[config.mk]
export PLATFORM = sky130hd
export DESIGN_NAME = wb_retire_unit
export DESIGN_NICKNAME = d
export VERILOG_FILES = /design/src/rtl/cpu_pkg.sv /design/src/rtl/wb_regfile.sv /design/src/rtl/wb_retire_unit.sv
export SDC_FILE = /design/constraint.sdc
export NUM_CORES = 2
export LEC_CHECK = 0
export CAP_MARGIN = 20
export CORE_MARGIN = 3
export CORE_UTILIZATION = 35
export CTS_BUF_LIST = sky130_fd_sc_hd__clkbuf_8 sky130_fd_sc_hd__clkbuf_16
export CTS_CLUSTER_DIAMETER = 150
export DETAILED_ROUTE_END_ITERATION = 10
export HOLD_SLACK_MARGIN = 0.15
export MAX_ROUTING_LAYER = met4
export PLACE_DENSITY = 0.58
export SLEW_MARGIN = 40
export SYNTH_ARGS = -nofsm -noshare
export SYNTH_HDL_FRONTEND = slang
export SYNTH_SLANG_ARGS = --single-unit
[constraint.sdc]
create_clock -name clk -period 6.76 [get_ports clk]
set_input_delay 2.028 -clock clk [delete_from_list [all_inputs] [get_ports clk]]
set_output_delay 2.028 -clock clk [all_outputs]
set_load 0.01 [all_outputs]
[src/rtl/cpu_pkg.sv]
`default_nettype none
// ============================================================================
//  Module      : cpu_pkg
//  Description : Shared constants for the writeback/retire stage.
//  Revision    : 1.0 - initial release
// ============================================================================
package cpu_pkg;

   localparam int          C_NREG       = 32;
   localparam logic [4:0]  REG_RA       = 5'd31;
   localparam logic [4:0]  REG_V0       = 5'd2;
   localparam logic [31:0] SYSCALL_IR   = 32'h0000_000C;
   localparam logic [31:0] HALT_CODE    = 32'd10;
   localparam logic [31:0] IR_NOP       = 32'h0000_0000;

endpackage
`default_nettype wire

[src/rtl/wb_regfile.sv]
`default_nettype none
// ============================================================================
//  Module      : wb_regfile
//  Description : 2R/1W architectural register file, write-first bypass,
//                r0 hardwired to zero, synchronous active-low clear.
//  Revision    : 1.0 - initial release
// ============================================================================
module wb_regfile
   import cpu_pkg::*;
#(
   parameter int NREG = C_NREG
) (
   input  logic        clk,
   input  logic        rst,
   input  logic        we,
   input  logic [4:0]  waddr,
   input  logic [31:0] wdata,
   input  logic [4:0]  ra1,
   input  logic [4:0]  ra2,
   output logic [31:0] rd1,
   output logic [31:0] rd2,
   output logic [31:0] v0
);

   logic [31:0] r_regs [0:NREG-1];

   always_ff @(posedge clk) begin
      if (!rst) begin
         for (int i = 0; i < NREG; i++) begin
            r_regs[i] <= '0;
         end
      end else if (we && (waddr != 5'd0)) begin
         r_regs[waddr] <= wdata;
      end
   end

   // A same-cycle commit wins over the stored value so decode sees it at once.
   always_comb begin
      rd1 = '0;
      rd2 = '0;
      if (ra1 != 5'd0) begin
         rd1 = (we && (ra1 == waddr)) ? wdata : r_regs[ra1];
      end
      if (ra2 != 5'd0) begin
         rd2 = (we && (ra2 == waddr)) ? wdata : r_regs[ra2];
      end
   end

   assign v0 = r_regs[REG_V0];

endmodule
`default_nettype wire

[src/rtl/wb_retire_unit.sv]
`default_nettype none
// ============================================================================
//  Module      : wb_retire_unit
//  Description : Writeback/retire stage: dest/data select, register commit,
//                retired-instruction counter and sticky exit-syscall halt.
//  Revision    : 1.0 - initial release
// ============================================================================
module wb_retire_unit
   import cpu_pkg::*;
#(
   parameter int          NREG       = C_NREG,
   parameter logic [31:0] HALT_CODE  = cpu_pkg::HALT_CODE,
   parameter logic [31:0] SYSCALL_IR = cpu_pkg::SYSCALL_IR
) (
   input  logic        clk,
   input  logic        rst,
   input  logic        en,
   input  logic [31:0] ir,
   input  logic [31:0] pc,
   input  logic        mtr,
   input  logic        rd,
   input  logic        jal,
   input  logic        sb,
   input  logic        rw,
   input  logic [31:0] alu_res,
   input  logic [31:0] mem_data,
   input  logic [4:0]  ra1,
   input  logic [4:0]  ra2,
   output logic [31:0] rd1,
   output logic [31:0] rd2,
   output logic        wb_we,
   output logic [4:0]  wb_addr,
   output logic [31:0] wb_data,
   output logic [31:0] retired,
   output logic        halted
);

   logic        r_halted;
   logic [31:0] r_retired;
   logic        w_active;
   logic [31:0] w_v0_raw;
   logic [31:0] w_v0_eff;
   logic        w_retire;
   logic        w_halt_set;

   assign w_active = en & rst & ~r_halted;

   assign wb_addr  = jal ? REG_RA : (rd ? ir[15:11] : ir[20:16]);
   assign wb_data  = jal ? (pc + 32'd4) : (mtr ? mem_data : alu_res);
   assign wb_we    = w_active & rw & ~sb & (wb_addr != 5'd0);

   wb_regfile #(
      .NREG  (NREG)
   ) u_regfile (
      .clk   (clk),
      .rst   (rst),
      .we    (wb_we),
      .waddr (wb_addr),
      .wdata (wb_data),
      .ra1   (ra1),
      .ra2   (ra2),
      .rd1   (rd1),
      .rd2   (rd2),
      .v0    (w_v0_raw)
   );

   // The exit check must see a $v0 value being committed in this same cycle.
   assign w_v0_eff   = (wb_we && (wb_addr == REG_V0)) ? wb_data : w_v0_raw;
   assign w_retire   = w_active & (ir != IR_NOP);
   assign w_halt_set = w_active & (ir == SYSCALL_IR) & (w_v0_eff == HALT_CODE);

   always_ff @(posedge clk) begin
      if (!rst) begin
         r_retired <= '0;
         r_halted  <= 1'b0;
      end else begin
         if (w_retire) begin
            r_retired <= r_retired + 32'd1;
         end
         if (w_halt_set) begin
            r_halted <= 1'b1;
         end
      end
   end

   assign retired = r_retired;
   assign halted  = r_halted;

endmodule
`default_nettype wire

## Yosys cells after proc, flatten, opt, wreduce, memory -nomap -nowiden

Memory sizes are Yosys's and may differ from the RTL's.
Cells that the tools add are included.

| storage, ports and cells | value |
|---|---|
| flip-flop bits (word level) | 33 |
| bits in writable memories | 1,024 |
| input port bits | 146 |
| output and inout bits | 135 |
| logic and storage cells | 45 |
| memories kept | 1 |

Memories:

| name | depth | width | rd ports | clocked after memory_dff | write ports | line | source |
|---|---|---|---|---|---|---|---|
| u_regfile.r_regs | 32 | 32 | 3 | 0 | 32 | wb_regfile.sv:25 | `logic [31:0] r_regs [0:NREG-1];` |

| operators by class | value |
|---|---|
| add/sub/neg operators | 2 |
| eq/ne operators | 5 |
| multiplexer cells | 16 |
| bitwise logic cells | 10 |
| reductions and logical operators | 9 |

Operator list:

| cell | count |
|---|---|
| 32-bit two-way mux | 8 |
| 32-bit by 4-bit == test with 1-bit output (second input constant) | 2 |
| 32-bit by 1-bit adder with 32-bit output (second input constant) | 1 |
| 32-bit by 3-bit adder with 32-bit output (second input constant) | 1 |
| 32-bit nonzero test | 1 |
| 32-bit OR reduction | 1 |
| 5-bit two-way mux | 3 |
| 5-bit nonzero test | 3 |
| 5-bit == test | 2 |
| 1-bit bitwise AND | 8 |
| 5-bit by 2-bit == test with 1-bit output (second input constant) | 1 |
| 1-bit two-way mux | 5 |
| 1-bit logical AND | 4 |
| 1-bit NOT | 2 |

## Logic depth before layout (Yosys ltp)

| logic depth | value |
|---|---|
| depth after elaboration | 11 |
| mapped depth | 11 |
| depth with buffers taken out | 7 |

## Hierarchy

From an unflattened synthesis, not the netlist that was laid out.

| unflattened totals | value |
|---|---|
| cell total of the unflattened synthesis | 4,194 |
| area, all modules | 57,961.8 um^2 |

Modules (own cells, without submodules):

| module | instances | cells an instance | area an instance (um^2) | sequential area each (um^2) |
|---|---|---|---|---|
| wb_regfile | 1 | 3,773 | 54,741.3 | 30,749.5 |
| wb_retire_unit | 1 | 421 | 3,220.6 | 660.6 |

## Least setup slack after synthesis

OpenSTA, ideal clock, no wires.

| timing path | value |
|---|---|
| path kind | input to output |
| start | input port rd |
| end | output port rd1[0] |
| arrival | 3.962 ns |
| path slack | 0.770 ns |
| stages on the path | 8 |
| path through | buf_6 > or3_1 > a211oi_4 > a31oi_1 > and4_1 > buf_6 > buf_6 > a211oi_1 |

| on the way | value |
|---|---|
| word-level cells in the longest chain between the ends | 7 |
| elaborated cells between the ends (all ways) | 8 |

RTL lines:

| item | line | source |
|---|---|---|
| start, declared | wb_retire_unit.sv:21 | `input logic rd,` |
| 5-bit two-way mux (2 in a row) | wb_retire_unit.sv:48 | `assign wb_addr = jal ? REG_RA : (rd ? ir[15:11] : ir[20:16]);` |
| 5-bit nonzero test | wb_retire_unit.sv:50 | `assign wb_we = w_active & rw & ~sb & (wb_addr != 5'd0);` |
| 1-bit bitwise AND | wb_retire_unit.sv:50 |  |
| via wb_we | wb_retire_unit.sv:31 | `output logic wb_we,` |
| 1-bit logical AND | wb_regfile.sv:42 | `rd1 = (we && (ra1 == waddr)) ? wdata : r_regs[ra1];` |
| 32-bit two-way mux | wb_regfile.sv:42 |  |
| 32-bit two-way mux | wb_regfile.sv:41 | `if (ra1 != 5'd0) begin` |
| end, declared | wb_retire_unit.sv:29 | `output logic [31:0] rd1,` |

The timed path passes the listed nets, and every way through them passes these cells.

## Final worst setup path

| timing path | value |
|---|---|
| start | input port ra1[3] |
| end | output port rd1[10] |

| on the way | value |
|---|---|
| word-level cells in the longest chain between the ends | 4 |
| elaborated cells between the ends (all ways) | 6 |

RTL lines:

| item | line | source |
|---|---|---|
| start, declared | wb_retire_unit.sv:27 | `input logic [4:0] ra1,` |
| parallel branches: the longest is 3 deep, another holds memory read 32 x 32 bit | -- |  |
| 32-bit two-way mux (*) | wb_regfile.sv:41 |  |

Every way passes the cells marked *.

==> impl_metrics.prom <==
# TYPE chip_impl_metric gauge
chip_impl_info{name="outcome",value="complete, no violations"} 1
chip_impl_metric{name="final_nets",unit=""} 5033
chip_impl_metric{name="viasPerCell",unit=""} 5.97
chip_impl_metric{name="grt_max_degree",unit=""} 59
chip_impl_metric{name="synth-seq-area-share",unit="%"} 56.2
chip_impl_metric{name="vdd_drop_max",unit="mV"} 0.203
chip_impl_metric{name="cp_max_fo",unit=""} 9
chip_impl_metric{name="post-route-cell-area",unit="µm²"} 69700
chip_impl_metric{name="grt_pass1_vias",unit=""} 41400
chip_impl_metric{name="initial_utilization",unit="%"} 35.3
chip_impl_metric{name="fillers",unit=""} 14300
chip_impl_metric{name="p_total",unit="mW"} 16.5
chip_impl_metric{name="num_vias",unit=""} 42200
chip_impl_metric{name="timing.slew.headroom",unit="%"} 43.1
chip_impl_metric{name="postSynthCellCount",unit=""} 4309
chip_impl_metric{name="fp.dieW",unit="µm"} 406
chip_impl_metric{name="final_max_slew_viol_count",unit=""} 0
chip_impl_metric{name="cts.sinks",unit=""} 1057
chip_impl_info{name="clock_tree.root_cell",value="sky130_fd_sc_hd__clkbuf_16"} 1
chip_impl_metric{name="wp_data_required",unit="ns"} 4.73
chip_impl_metric{name="dpl.hpwl",unit="µm"} 147000
chip_impl_metric{name="complex_gate_fraction_of_the_synthesized_area",unit="%"} 6.14
chip_impl_metric{name="die_area",unit="µm²"} 165000
chip_impl_metric{name="postSynthRegisterBits",unit=""} 1057
chip_impl_metric{name="setup_violations",unit=""} 0
chip_impl_metric{name="worstRegToRegCells",unit=""} 8
chip_impl_metric{name="muxShareOfSynthArea",unit="%"} 21.9
chip_impl_info{name="hold_path_startpoint",value="retired[31]$_SDFFE_PN0P_"} 1
chip_impl_info{name="setup.worst_path.class",value="in -> out"} 1
chip_impl_info{name="min_path_type",value="reg -> reg"} 1
chip_impl_metric{name="post_synth_fa_ha_maj_area_fraction",unit="%"} 0.0447
chip_impl_metric{name="dieHeight",unit="µm"} 406
chip_impl_metric{name="overflow",unit=""} 0
chip_impl_info{name="cp-start-kind",value="input port"} 1
chip_impl_metric{name="syn2layout_area_growth",unit="%"} 24.6
chip_impl_metric{name="power.leakage",unit="nW"} 25.5
chip_impl_metric{name="clock_tree.buffer_depth",unit=""} 3
chip_impl_metric{name="syn_area_per_cell",unit="µm²"} 13.0
chip_impl_metric{name="syn-cell-area",unit="µm²"} 55900
chip_impl_metric{name="dpl.cell_count",unit=""} 6825
chip_impl_metric{name="dpl_cell_area",unit="µm²"} 65800
chip_impl_metric{name="io_pins",unit=""} 281
chip_impl_metric{name="finalHoldViolCount",unit=""} 0
chip_impl_metric{name="number_of_enable_type_register_cells_in_the_synthesized_netlist",unit=""} 1024
chip_impl_info{name="post_synthesis_cell_type_with_the_largest_combined_area",value="sky130_fd_sc_hd__edfxtp_1"} 1
chip_impl_metric{name="cellPowerDensity",unit="nW/µm²"} 237
chip_impl_info{name="critical_path.endpoint_type",value="output pin"} 1
chip_impl_metric{name="synth_warnings",unit=""} 0
chip_impl_metric{name="ys_async_sr_fraction",unit="%"} 0
chip_impl_info{name="crit_path_start",value="ra1[3]"} 1
chip_impl_info{name="synth_top_family_by_area",value="multiplexers"} 1
chip_impl_info{name="synth_area_leaders",value="sky130_fd_sc_hd__edfxtp_1 (55%), sky130_fd_sc_hd__mux4_2 (14%), sky130_fd_sc_hd__mux2i_1 (7.8%), sky130_fd_sc_hd__nor2_1 (7.3%), sky130_fd_sc_hd__a22oi_1 (3.5%)"} 1
chip_impl_metric{name="cts_made_buffers",unit=""} 109
chip_impl_info{name="worst_flop_to_flop_path_endpoint",value="u_regfile.r_regs[28][5]$_SDFFCE_PN0P_"} 1
chip_impl_metric{name="global_route.usage.total",unit="%"} 26.5
chip_impl_metric{name="grt_pass1_wl",unit="µm"} 305000
chip_impl_metric{name="wl_per_cell",unit="µm"} 30.4
chip_impl_metric{name="routed_wl",unit="µm"} 215000
chip_impl_metric{name="portBuffers",unit=""} 280
chip_impl_metric{name="post_layout_nonfiller_instances",unit=""} 7060
chip_impl_metric{name="clk_transition_reported_paths",unit="ns"} 0.06
chip_impl_metric{name="dr.pass1.iters",unit=""} 5
chip_impl_metric{name="cp_data_arrival_time",unit="ns"} 4.69
chip_impl_metric{name="timing.fmax",unit="MHz"} 149
chip_impl_metric{name="clock_insertion_delay_worst_skew",unit="ns"} 0.73
chip_impl_metric{name="synth-xor-area-share",unit="%"} 0.783
chip_impl_metric{name="fin_crit",unit="ns"} 6.72
chip_impl_metric{name="synth_top_cell_area_share",unit="%"} 55.0
chip_impl_metric{name="ff2ff_setup_slack",unit="ns"} 3.28
chip_impl_info{name="cts_tree",value="built"} 1
chip_impl_metric{name="std_cell_rows",unit=""} 146
chip_impl_metric{name="placeableCoreArea",unit="µm²"} 159000
chip_impl_metric{name="number_of_antenna_violations_at_the_first_check_in_global_routing",unit=""} 5
chip_impl_metric{name="post_route_cells_drive_above_1_share",unit="%"} 26.2
chip_impl_metric{name="drt_first_iter_violations",unit=""} 5578
chip_impl_metric{name="max_cap_violations",unit=""} 0
chip_impl_metric{name="layout.core_utilization",unit="%"} 44.0
chip_impl_metric{name="cts_max_level",unit=""} 3
chip_impl_metric{name="clock_skew",unit="ns"} 0.0157
chip_impl_metric{name="finalWeightedCongestion",unit=""} 0.953
chip_impl_metric{name="synth_cell_types",unit=""} 56
chip_impl_metric{name="cts_hold_buf",unit=""} 0
chip_impl_metric{name="synth_simple_gate_area_share",unit="%"} 11.2
chip_impl_info{name="regToRegStartpoint",value="halted$_SDFFE_PN0P_"} 1
chip_impl_metric{name="antenna_violating_nets_post_route",unit=""} 0
chip_impl_metric{name="max_slew.worst_pin.slew",unit="ns"} 0.846
chip_impl_metric{name="drc_errors",unit=""} 0
chip_impl_info{name="hold-path-endpoint",value="retired[31]$_SDFFE_PN0P_"} 1
chip_impl_metric{name="worst_hold_path.num_cells",unit=""} 2
chip_impl_info{name="dominantRegCellSynth",value="sky130_fd_sc_hd__edfxtp_1"} 1
chip_impl_metric{name="share_of_the_clock_period_used_by_the_worst_path",unit="%"} 99.4
[registers in the layout, indices dropped and copies added, names as in the netlist]
register          flops
halted                1
retired              32
u_regfile.r_regs   1024
[layout make-up]
type,count,area (µm²),share of cell area [%]
Inverter,47,176,0.253
Sequential cell,1057,31400,45.1
Multi-Input combinational cell,2802,23300,33.4
Clock inverter,89,669,0.960
Timing Repair Buffer,868,8630,12.4
Antenna cell,6,15.0,0.0215
Tap cell,2072,2590,3.72
Clock buffer,119,2920,4.19
[critical path: stages]
cell                              delay, ns
sky130_fd_sc_hd__clkdlybuf4s50_1       0.40
sky130_fd_sc_hd__buf_4                 0.17
sky130_fd_sc_hd__buf_4                 0.15
sky130_fd_sc_hd__inv_2                 0.19
sky130_fd_sc_hd__buf_4                 0.16
sky130_fd_sc_hd__nor2_2                0.04
sky130_fd_sc_hd__buf_12                0.16
sky130_fd_sc_hd__a22oi_1               0.34
sky130_fd_sc_hd__nand4_1               0.31
sky130_fd_sc_hd__buf_4                 0.25
sky130_fd_sc_hd__nor2_1                0.08
sky130_fd_sc_hd__a211oi_1              0.06
sky130_fd_sc_hd__dlygate4sd2_1         0.33
[cells by family (layout without fill, tap and decap cells)]
kind of cell,after synthesis,in the layout
compound gates,444,444
xor+xnor,50,50
fa+ha+maj,2,2
buf+inv,481,1123
flops,1057,1057
mux,791,791
other cells,1,38
simple gates,1483,1483
[power by group]
group          switching [mW]  internal (mW)  total (mW)
registers               0.174           7.51        7.68
logic                    1.56           1.17        2.72
clock network            2.67           3.44        6.12
[cells in the final DEF, fill, tap and decap left out, types with 30 or more instances in the layout]
cell                              synthesis  final
sky130_fd_sc_hd__nor2_1                1093   1083
sky130_fd_sc_hd__edfxtp_1              1024   1024
sky130_fd_sc_hd__buf_4                   29    465
sky130_fd_sc_hd__mux2i_1                438    436
sky130_fd_sc_hd__mux4_2                 346    346
sky130_fd_sc_hd__a22oi_1                258    256
sky130_fd_sc_hd__clkdlybuf4s50_1          0    187
sky130_fd_sc_hd__buf_12                   0    115
sky130_fd_sc_hd__clkbuf_16                0    114
sky130_fd_sc_hd__nand3_1                102    101
sky130_fd_sc_hd__nand2_1                 93     63
sky130_fd_sc_hd__inv_1                   45     60
sky130_fd_sc_hd__dlygate4sd2_1            0     56
sky130_fd_sc_hd__nand4_1                 54     54
sky130_fd_sc_hd__a211oi_1                40     38
sky130_fd_sc_hd__dfxtp_1                 33     33
sky130_fd_sc_hd__conb_1                   1     32
sky130_fd_sc_hd__a21oi_4                  0     31
sky130_fd_sc_hd__a221oi_2                32     31
sky130_fd_sc_hd__nand2_2                  0     30
[how the worst max path moves through the flow]
stage                        endpoint  slack [ns]  depth (start not counted)
final                         rd1[10]        0.04                         13
after global routing          rd2[25]       -0.02                         11
after CTS                 wb_data[27]       -0.06                         10
after detailed placement      rd1[16]       -0.44                         11
after global placement         rd1[0]       -0.46                         11
after floorplan                rd1[0]        0.77                          8
[layer usage]
layer	routed length, µm	global-route usage [%]	up-vias
met3	22300	5.15	483
met1	82800	34.7	21600
met4	10200	10.7	0
met5	0	-	-
met2	99600	40.6	2587
li1	-	-	17500
[Yosys cell counts, types with 13 or more instances]
library cell,n
sky130_fd_sc_hd__nor2_1,1093
sky130_fd_sc_hd__edfxtp_1,1024
sky130_fd_sc_hd__mux2i_1,438
sky130_fd_sc_hd__mux4_2,346
sky130_fd_sc_hd__clkbuf_1,304
sky130_fd_sc_hd__a22oi_1,258
sky130_fd_sc_hd__nand3_1,102
sky130_fd_sc_hd__nand2_1,93
sky130_fd_sc_hd__buf_2,75
sky130_fd_sc_hd__nand4_1,54
sky130_fd_sc_hd__a21oi_1,50
sky130_fd_sc_hd__inv_1,45
sky130_fd_sc_hd__a211oi_1,40
sky130_fd_sc_hd__xnor2_1,37
sky130_fd_sc_hd__dfxtp_1,33
sky130_fd_sc_hd__a221oi_2,32
sky130_fd_sc_hd__nor3_1,30
sky130_fd_sc_hd__buf_4,29
sky130_fd_sc_hd__nor2b_1,25
sky130_fd_sc_hd__nor4_1,21
sky130_fd_sc_hd__a31oi_1,19
sky130_fd_sc_hd__o22ai_1,18
sky130_fd_sc_hd__buf_1,13
sky130_fd_sc_hd__buf_6,13
sky130_fd_sc_hd__xor2_1,13
[repair_timing]
item,CTS,global route
setup endpoints to repair,77,45
setup buffers,14,7
gates resized for setup,117,49
pin swaps,14,19
[metrics by stage]
step	setup slack (ns)	TNS [ns]	hold slack [ns]
finish	0.0411	0	0.480
global route	-0.0201	-0.0208	0.509
CTS	-0.0569	-0.0859	0.483
detailed placement	-0.435	-24.75	0.472
global placement	-0.464	-24.23	0.459
floorplan	0.770	0	0.490
Power figures use the tool's default switching activity.
